`src/rtl/lupdate_pkg.sv`:
```
// Shared packet-bus layout and beacon-update constants for the lupdate stage.
// Matches the field map used by the upstream beacon report stage.
package lupdate_pkg;

    localparam int BUS_W    = 134;
    localparam int HDR_HI   = 133;
    localparam int HDR_LO   = 132;
    localparam int DMAC_HI  = 127;
    localparam int DMAC_LO  = 80;
    localparam int DIR_BIT  = 79;
    localparam int TBP_HI   = 63;
    localparam int TBP_LO   = 32;
    localparam int ETYPE_HI = 31;
    localparam int ETYPE_LO = 16;
    localparam int MTYPE_HI = 11;
    localparam int MTYPE_LO = 8;

    localparam logic [1:0]  HDR_HEAD  = 2'b01;
    localparam logic [1:0]  HDR_MID   = 2'b11;
    localparam logic [1:0]  HDR_TAIL  = 2'b10;
    localparam logic [15:0] PTP_ETYPE = 16'h88f7;
    localparam logic [3:0]  WIDX_HDR  = 4'd2;
    localparam logic [3:0]  WIDX_BCN  = 4'd6;

    typedef enum logic [1:0] {
        ST_IDLE,
        ST_FWD,
        ST_UPD
    } lu_state_e;

    typedef struct packed {
        logic [BUS_W-1:0] data;
        logic             wr;
        logic             valid;
        logic             valid_wr;
        logic             tag;
        logic             drop;
    } lu_stage_t;

endpackage

```
`src/rtl/lupdate_dly3.sv`:
```
// Three-stage tagged delay line; stages whose packet tag matches set_tag are
// marked dropped as they shift, and dropped words leave with strobes/data zeroed.
module lupdate_dly3 import lupdate_pkg::*; (
    input  logic             clk,
    input  logic             rst_n,
    input  lu_stage_t        in_stage,
    input  logic             set_drop,
    input  logic             set_tag,
    output logic [BUS_W-1:0] out_data,
    output logic             out_wr,
    output logic             out_valid,
    output logic             out_valid_wr
);

    lu_stage_t s0;
    lu_stage_t s1;
    logic      s1_drop_nx;
    logic      s2_drop_nx;

    always_comb begin
        s1_drop_nx = s0.drop | (set_drop && (s0.tag == set_tag));
        s2_drop_nx = s1.drop | (set_drop && (s1.tag == set_tag));
    end

    always_ff @(posedge clk or negedge rst_n) begin
        if (!rst_n) begin
            s0           <= '0;
            s1           <= '0;
            out_data     <= '0;
            out_wr       <= 1'b0;
            out_valid    <= 1'b0;
            out_valid_wr <= 1'b0;
        end else begin
            s0           <= in_stage;
            s1           <= s0;
            s1.drop      <= s1_drop_nx;
            // s2 is the output register; a dropped word is blanked on entry
            out_data     <= s2_drop_nx ? '0 : s1.data;
            out_wr       <= s1.wr & ~s2_drop_nx;
            out_valid    <= s1.valid;
            out_valid_wr <= s1.valid_wr & ~s2_drop_nx;
        end
    end

endmodule

```
`src/rtl/lupdate.sv`:
```
// Beacon update consumer: applies CNC beacon updates addressed to this node and
// strips them from the stream. Define LUPDATE_MIRROR_EN to forward them instead.
module lupdate import lupdate_pkg::*; #(
    parameter logic [31:0] DEF_TB_PARA   = 32'h0,
    parameter logic        DEF_DIRECTION = 1'b0,
    parameter logic [3:0]  UPD_MSG_TYPE  = 4'hd
) (
    input  logic             clk,
    input  logic             rst_n,
    input  logic             in_lu_data_wr,
    input  logic [BUS_W-1:0] in_lu_data,
    input  logic             in_lu_data_valid,
    input  logic             in_lu_data_valid_wr,
    input  logic [47:0]      in_local_mac_id,
    output logic             out_lu_data_wr,
    output logic [BUS_W-1:0] out_lu_data,
    output logic             out_lu_data_valid,
    output logic             out_lu_data_valid_wr,
    output logic             beacon_update_master,
    output logic             direction,
    output logic [31:0]      token_bucket_para,
    output logic [47:0]      direct_mac_addr,
    output logic [15:0]      upd_err_cnt
);

    lu_state_e   state, state_nx;
    logic [3:0]  widx, cur_idx;
    logic        tag, cur_tag;
    logic        is_head, is_tail, is_match;
    logic        drop_word, set_drop, capture, commit, err_inc;
    logic        drop_eff, set_drop_eff;
    logic [47:0] sh_mac, cm_mac;
    logic        sh_dir, cm_dir;
    logic [31:0] sh_tbp, cm_tbp;
    lu_stage_t   in_stage;

    always_comb begin
        is_head  = in_lu_data_wr && (in_lu_data[HDR_HI:HDR_LO] == HDR_HEAD);
        is_tail  = in_lu_data_wr && (in_lu_data[HDR_HI:HDR_LO] == HDR_TAIL);
        cur_idx  = is_head ? 4'd0 : widx;
        cur_tag  = is_head ? ~tag : tag;
        is_match = (in_lu_data[DMAC_HI:DMAC_LO] == in_local_mac_id) &&
                   (in_lu_data[ETYPE_HI:ETYPE_LO] == PTP_ETYPE) &&
                   (in_lu_data[MTYPE_HI:MTYPE_LO] == UPD_MSG_TYPE);
        // a tail landing on the beacon word commits the fields it carries
        cm_mac   = capture ? in_lu_data[DMAC_HI:DMAC_LO] : sh_mac;
        cm_dir   = capture ? in_lu_data[DIR_BIT]         : sh_dir;
        cm_tbp   = capture ? in_lu_data[TBP_HI:TBP_LO]   : sh_tbp;
    end

    always_comb begin
        state_nx  = state;
        drop_word = 1'b0;
        set_drop  = 1'b0;
        capture   = 1'b0;
        commit    = 1'b0;
        err_inc   = 1'b0;
        case (state)
            ST_IDLE: begin
                if (is_head) state_nx = ST_FWD;
            end
            ST_FWD: begin
                if (is_head) begin
                    state_nx = ST_FWD;
                end else if (in_lu_data_wr && cur_idx == WIDX_HDR && is_match) begin
                    drop_word = 1'b1;
                    set_drop  = 1'b1;
                    if (is_tail) begin
                        err_inc  = 1'b1;
                        state_nx = ST_IDLE;
                    end else begin
                        state_nx = ST_UPD;
                    end
                end else if (is_tail) begin
                    state_nx = ST_IDLE;
                end
            end
            ST_UPD: begin
                if (is_head) begin
                    err_inc  = 1'b1;
                    state_nx = ST_FWD;
                end else begin
                    drop_word = 1'b1;
                    capture   = in_lu_data_wr && (cur_idx == WIDX_BCN);
                    if (is_tail) begin
                        state_nx = ST_IDLE;
                        if (cur_idx >= WIDX_BCN && in_lu_data_valid) commit  = 1'b1;
                        else                                          err_inc = 1'b1;
                    end
                end
            end
            default: state_nx = ST_IDLE;
        endcase
    end

`ifdef LUPDATE_MIRROR_EN
    assign drop_eff     = 1'b0;
    assign set_drop_eff = 1'b0;
`else
    assign drop_eff     = drop_word;
    assign set_drop_eff = set_drop;
`endif

    always_ff @(posedge clk or negedge rst_n) begin
        if (!rst_n) begin
            state <= ST_IDLE;
            widx  <= 4'd0;
            tag   <= 1'b0;
        end else begin
            state <= state_nx;
            if (in_lu_data_wr) widx <= (cur_idx == 4'hf) ? cur_idx : cur_idx + 4'd1;
            if (is_head) tag <= cur_tag;
        end
    end

    always_ff @(posedge clk or negedge rst_n) begin
        if (!rst_n) begin
            sh_mac               <= '0;
            sh_dir               <= 1'b0;
            sh_tbp               <= '0;
            direct_mac_addr      <= '0;
            direction            <= DEF_DIRECTION;
            token_bucket_para    <= DEF_TB_PARA;
            beacon_update_master <= 1'b0;
            upd_err_cnt          <= '0;
        end else begin
            if (capture) begin
                sh_mac <= in_lu_data[DMAC_HI:DMAC_LO];
                sh_dir <= in_lu_data[DIR_BIT];
                sh_tbp <= in_lu_data[TBP_HI:TBP_LO];
            end
            if (commit) begin
                direct_mac_addr      <= cm_mac;
                direction            <= cm_dir;
                token_bucket_para    <= cm_tbp;
                beacon_update_master <= ~beacon_update_master;
            end
            if (err_inc && upd_err_cnt != 16'hffff) upd_err_cnt <= upd_err_cnt + 16'd1;
        end
    end

    always_comb begin
        in_stage.data     = in_lu_data;
        in_stage.wr       = in_lu_data_wr;
        in_stage.valid    = in_lu_data_valid;
        in_stage.valid_wr = in_lu_data_valid_wr;
        in_stage.tag      = cur_tag;
        in_stage.drop     = drop_eff;
    end

    lupdate_dly3 u_dly3 (
        .clk          (clk),
        .rst_n        (rst_n),
        .in_stage     (in_stage),
        .set_drop     (set_drop_eff),
        .set_tag      (cur_tag),
        .out_data     (out_lu_data),
        .out_wr       (out_lu_data_wr),
        .out_valid    (out_lu_data_valid),
        .out_valid_wr (out_lu_data_valid_wr)
    );

endmodule

```
`config.mk`:
```
export PLATFORM = sky130hd
export DESIGN_NAME = lupdate
export DESIGN_NICKNAME = d
export VERILOG_FILES = /design/src/rtl/lupdate_pkg.sv /design/src/rtl/lupdate_dly3.sv /design/src/rtl/lupdate.sv
export SDC_FILE = /design/constraint.sdc
export NUM_CORES = 1
export LEC_CHECK = 0
export ABC_CLOCK_PERIOD_IN_PS = 4230
export BUFFER_PORTS_ARGS = -buffer_cell sky130_fd_sc_hd__buf_2
export CAP_MARGIN = 40
export CORE_ASPECT_RATIO = 1.1
export CORE_MARGIN = 3
export CORE_UTILIZATION = 58
export DETAILED_ROUTE_END_ITERATION = 10
export HOLD_SLACK_MARGIN = 0.03
export PLACE_DENSITY = 0.84
export SLEW_MARGIN = 30
export SYNTH_ARGS = -nofsm -noshare
export SYNTH_HDL_FRONTEND = slang
export SYNTH_SLANG_ARGS = --single-unit
export TNS_END_PERCENT = 20
```
`constraint.sdc`:
```
create_clock -name clk -period 4.23 [get_ports clk]
set_clock_uncertainty 0.2 [all_clocks]
set_input_delay 0.846 -clock clk [delete_from_list [all_inputs] [get_ports clk]]
set_output_delay 0.846 -clock clk [all_outputs]
set_load 0.01 [all_outputs]
```
* Word level (Yosys, flattened, before mapping)
Cells that the tools add are included. W data, S select, Z words.
Word-level totals: flip-flop bits (word level) 601, input port bits 187, output and inout port bits 235, logic and storage cells 95
Operators by class: add/sub/neg operators 2, order comparisons 1, equality and inequality tests 14, multiplexer cells 32, bitwise gates (word level) 7, reduce and logical (&&, ||, !) cells 12
Operator list (count):
- $mux W134 | 1
- $eq A48 B48 Y1 | 1
- $mux W48 | 1
- $mux W32 | 1
- $mux W1 | 18
- $add A16 B1 Y16 const B | 1
- $eq A16 B16 Y1 const B | 1
- $ne A16 B16 Y1 const B | 1
- $mux W2 | 6
- $logic_and A1 B1 Y1 | 11
- $eq A4 B4 Y1 const B | 2
- $mux W4 | 2
- $pmux W2 S3 | 1
- $add A4 B1 Y4 const B | 1
- $eq A2 B1 Y1 const B | 2
- $eq A2 B2 Y1 const B | 2
- $eq A4 B2 Y1 const B | 1
- $eq A4 B3 Y1 const B | 1
- $ge A4 B3 Y1 const B | 1
- $pmux W1 S2 | 2
- $not A1 Y1 | 3
- $and A1 B1 Y1 | 2
- $eq A1 B1 Y1 | 2
- $logic_not A2 Y1 | 1
- 2 further kinds | 3

* Longest topological paths before layout
depth after elaboration 13, mapped depth 13, depth with buffers taken out 10

* Hierarchy
A second synthesis with hierarchy kept.
Unflattened totals: cells, all modules 1293, area total of the unflattened synthesis 20130.6 um^2
By module, submodules not included:
- lupdate_dly3 | times used 1, cells each 734, area an instance 12131.6 um^2, seq. area each 10385.0 um^2
- lupdate | times used 1, cells each 559, area an instance 7998.9 um^2, seq. area each 4654.5 um^2

* Worst setup path before layout
OpenSTA, ideal clock, no wires.
kind input port to flip-flop, from input port in_lu_data[133], to register u_dly3.out_data[113], library setup time 0.117 ns, data arrival time 3.258 ns, required time 3.913 ns, path slack 0.656 ns, stages on the path 13, buffers on the path 4, cell sequence nand3b_1 > clkbuf_1 > and2_1 > ha_1 > nand4_1 > or4_1 > nor3_2 > nand4_1 > o21ba_1 > buf_6 > buf_6 > buf_6 > and2_4
Between the ends: longest elaborated chain between the ends 12, elaborated cells between the ends (all ways) 14, classes of those cells 3 x eq/ne; 6 x mux; 1 x bitwise; 4 x reduce/logical
Ends and longest elaborated chain:
- start, declared | RTL line lupdate.sv:11 | input logic [BUS_W-1:0] in_lu_data,
- $eq A2 B1 Y1 * | RTL line lupdate.sv:38 | is_head = in_lu_data_wr && (in_lu_data[HDR_HI:HDR_LO] == HDR_HEAD);
- $logic_and A1 B1 Y1 * | RTL line lupdate.sv:38
- $mux W4 | RTL line lupdate.sv:40 | cur_idx = is_head ? 4'd0 : widx;
- $eq A4 B2 Y1 | RTL line lupdate.sv:65 | end else if (in_lu_data_wr && cur_idx == WIDX_HDR && is_match) begin
- $logic_and A1 B1 Y1 (2 in a row) | RTL line lupdate.sv:65
- $mux W1 | RTL line lupdate.sv:65
- $mux W1 | RTL line lupdate.sv:63 | if (is_head) begin
- $mux W1 | RTL line lupdate.sv:58 | case (state)
- $logic_and A1 B1 Y1 * | RTL line lupdate_dly3.sv:22 | s2_drop_nx = s1.drop | (set_drop && (s1.tag == set_tag));
- $or A1 B1 Y1 * | RTL line lupdate_dly3.sv:22
- $mux W134 * | RTL line lupdate_dly3.sv:38 | out_data <= s2_drop_nx ? '0 : s1.data;
- end signal, assigned | RTL line lupdate_dly3.sv:38
- end, declared | RTL line lupdate_dly3.sv:9 | output logic [BUS_W-1:0] out_data,
Mark *: on every way between the ends. The rest lies on a longest branch, timed or not. A chain may end at the register's enable or synchronous reset.

* Worst setup path in the final report
from input port in_lu_data_wr, to register u_dly3.out_data[27]
Between the ends: longest elaborated chain between the ends 11, elaborated cells between the ends (all ways) 13, classes of those cells 2 x eq/ne; 6 x mux; 1 x bitwise; 4 x reduce/logical
Ends and longest elaborated chain:
- start, declared | RTL line lupdate.sv:10 | input logic in_lu_data_wr,
- $logic_and A1 B1 Y1 | RTL line lupdate.sv:38
- $mux W4 | RTL line lupdate.sv:40
- $eq A4 B2 Y1 | RTL line lupdate.sv:65
- $logic_and A1 B1 Y1 (2 in a row) | RTL line lupdate.sv:65
- $mux W1 | RTL line lupdate.sv:65
- $mux W1 | RTL line lupdate.sv:63
- $mux W1 | RTL line lupdate.sv:58
- $logic_and A1 B1 Y1 * | RTL line lupdate_dly3.sv:22
- $or A1 B1 Y1 * | RTL line lupdate_dly3.sv:22
- $mux W134 * | RTL line lupdate_dly3.sv:38
Marks and branches as above.

==> results.json <==
{
  "ys_types": 39,
  "vdd_drop_max_v": 0.0003668,
  "outcome": "finished, final reports clean",
  "dieArea_mm2": 0.03588,
  "first_iter_violations": 652,
  "port_buffers": 421,
  "drv_slew": 0,
  "synth-edff-count": 0,
  "yosysSeqAreaShare_pct": 77.07,
  "async_flop_share_pct": 100.0,
  "setup_viol": 0,
  "hp-class": "in2async",
  "instances_no_fill": 2095,
  "ys_warn_count": 0,
  "synthFlopType": "dfrtp_1",
  "start_util_pct": 59.64,
  "worstSetupStartpointType": "input port",
  "clock-sinks": 601,
  "synth_top_area_share_pct": 77.07,
  "fin_ws_ns": 0.8347,
  "antenna_left": 0,
  "drc_errors": 0,
  "hold_buffers": 0,
  "fp.dieW_um": 180.9,
  "wl_per_cell_um": 22.23,
  "die_y_um": 198.4,
  "drive_above_1_share_pct": 43.70,
  "r2r_start": "widx[1]",
  "rrSetupSlack_ns": 1.19,
  "grtUsageTotal_pct": 26.02,
  "maxCapViolations": 0,
  "worstPathCellList": "buf_2 -> nand3b_1 -> nand2_1 -> ha_1 -> nand4_1 -> or4_1 -> nor3_2 -> nand4_1 -> o21ba_4 -> buf_4 -> and2_1",
  "synth_fp_nets": 1356,
  "antenna_found_initial": 8,
  "cts_resized": 0,
  "critical_path_class": "in2reg",
  "r2r-end": "u_dly3.out_data[27]",
  "via_per_inst": 5.270,
  "critPathMaxFanout": 77,
  "power_density_mw_per_mm2": 489.4,
  "synth_seq_cells": 601,
  "path_common_cell": "nand4_1",
  "place_worst_setup_slack_ns": 0.3037,
  "syn_to_final_growth_pct": 23.58,
  "min_period_over_period_pct": 80.27,
  "first_pass_iters": 5,
  "routed_wl_um": 46560,
  "synth_top_cell_by_area": "dfrtp_1",
  "syn_inst": 1162,
  "hold_viol_final": 0,
  "setup_tns_ns": 0,
  "n_fill_cell": 1926,
  "synthTopCellsByCount": "dfrtp_1 (601), mux2_2 (163), and2_1 (109), xor2_1 (47), clkbuf_1 (29)",
  "fp.coreArea_mm2": 0.03272,
  "rows": 69,
  "dp.cells": 1988,
  "worst_setup_path_end_kind": "register",
  "numCtsBuffers": 54,
  "root_buffer": "clkbuf_16",
  "syn_area_mm2": 0.01951,
  "ys_top_cells_by_area": "dfrtp_1 (77%), mux2_2 (9.4%), and2_1 (3.5%)",
  "post-cts-setup-buffers": 0,
  "clk_pin_slew_ns": 0.06,
  "worst-r2r-cell-count": 9,
  "h-tree-depth": 2,
  "p_leak_nw": 12.18,
  "synth.most_common_cell": "dfrtp_1",
  "critPathArrivalTime_ns": 3.64,
  "grt_pass1_vias": 12116,
  "cts_tree": "done",
  "nNetsFinal": 1812,
  "gr-total-overflow": 0,
  "crit_path_max_incr_delay_ns": 0.56,
  "slew_headroom_pct": 45.15,
  "fmax_ghz": 0.2945,
  "avgSynthCellArea_um2": 16.79,
  "rsz0062_at_grt": "no",
  "cts_max_path_buffers": 3,
  "period_minus_slack_ns": 3.395,
  "pin_count": 422,
  "grt_max_degree": 103,
  "worst_pin_slew_ns": 0.8228,
  "crit_required_ns": 4.48,
  "dr_total_vias": 11040,
  "dpl.hpwl_um": 31760,
  "place_congestion": 0.8564,
  "clock_latency_ns": 0.57,
  "crit_slowest_cell": "or4_1",
  "grt_pass1_wl_um": 70790
}
==> kinds of logic (layout without fill, tap and decap cells) <==
logic type,count (synthesis),count (layout),synth area share (%)
flops,601,601,77.07
simple gates,269,269,8.720
mux,163,163,9.406
xor+xnor,57,57,2.558
buf+inv,43,540,1.077
compound gates,22,22,0.7181
fa+ha+maj,7,7,0.4488
other cells,0,10,0
==> layout make-up <==
type	count	area (um^2)	area share [%]
Multi-Input combinational cell	518	4297	17.82
Antenna cell	10	25.02	0.1038
Timing Repair Buffer	438	2332	9.671
Inverter	5	18.77	0.07783
Tap cell	426	533.0	2.210
Clock inverter	23	292.8	1.214
Clock buffer	74	1578	6.542
Sequential cell	601	15040	62.36
==> worst max-delay path: cells and delay by family <==
family | cells | cell delay (ns)
buf+inv | 2 | 0.51
compound gates | 1 | 0.22
simple gates | 7 | 1.78
fa+ha+maj | 1 | 0.21
==> where the power goes <==
part	total, mW	switching (mW)	internal, mW
Clock	5.04	2.07	2.98
Sequential	6.09	0.104	5.98
Combinational	0.671	0.418	0.253
==> worst max-delay path by stage <==
stage / to / cells past startpoint / startpoint
2_1_floorplan: u_dly3.out_data[113] / 13 / in_lu_data[133]
3_3_place_gp: u_dly3.out_data[14] / 11 / in_lu_data_wr
3_5_place_dp: u_dly3.out_data[103] / 11 / in_lu_data_wr
4_1_cts: u_dly3.out_data[27] / 11 / in_lu_data_wr
5_1_grt: u_dly3.out_data[27] / 11 / in_lu_data_wr
6_report: u_dly3.out_data[27] / 11 / in_lu_data_wr
==> per-stage QoR <==
stage	total power [mW]	hold WS [ns]	instance area, um^2	util, %
floorplan	6.426	0.1312	19510	-
CTS	11.90	0.1460	24090	73.63
finish	11.80	0.1058	24120	73.70
detailed placement	6.859	0.1347	22220	67.91
global placement	6.815	0.1311	22220	67.90
global route	12.22	0.1451	24110	73.68
==> sequential cells by signal (all words and copies together), names as in the netlist, 2 cells and up <==
signal	flops
u_dly3.out_data	134
direct_mac_addr	48
state	2
u_dly3.s0	139
upd_err_cnt	16
widx	4
u_dly3.s1	139
sh_mac	48
sh_tbp	32
token_bucket_para	32
==> layer usage <==
layer	GRT usage, %	vias to the layer above	part of all wire [%]
li1	-	4790	-
met1	30.92	5699	36
met2	45.47	428	53
met3	6.401	123	6.7
met4	11.74	0	4.8
met5	0	-	0
==> placed cells by master, fill, tap and decap left out, types with 4 or more instances in the layout <==
master | netlist | final
dfrtp_1 | 601 | 601
buf_2 | 3 | 420
mux2_2 | 163 | 163
and2_1 | 109 | 109
clkbuf_16 | 0 | 55
xor2_1 | 47 | 47
and2_4 | 28 | 28
nor4_1 | 25 | 25
nor2b_1 | 24 | 24
nand2_1 | 14 | 14
clkbuf_8 | 0 | 13
nand4_1 | 12 | 12
nor3_1 | 13 | 12
nand3_1 | 11 | 11
diode_2 | 0 | 10
xnor2_1 | 10 | 10
buf_4 | 0 | 10
nor2_1 | 9 | 9
clkinv_2 | 0 | 8
o21ai_0 | 7 | 7
ha_1 | 7 | 7
buf_12 | 0 | 7
a21oi_1 | 7 | 6
bufinv_16 | 0 | 6
clkbuf_1 | 29 | 6
inv_1 | 5 | 5
and3_1 | 5 | 5
clkinvlp_4 | 0 | 5
nand4b_1 | 4 | 4
nor3b_1 | 4 | 4
Note: power is estimated with default switching activity, not from simulation.
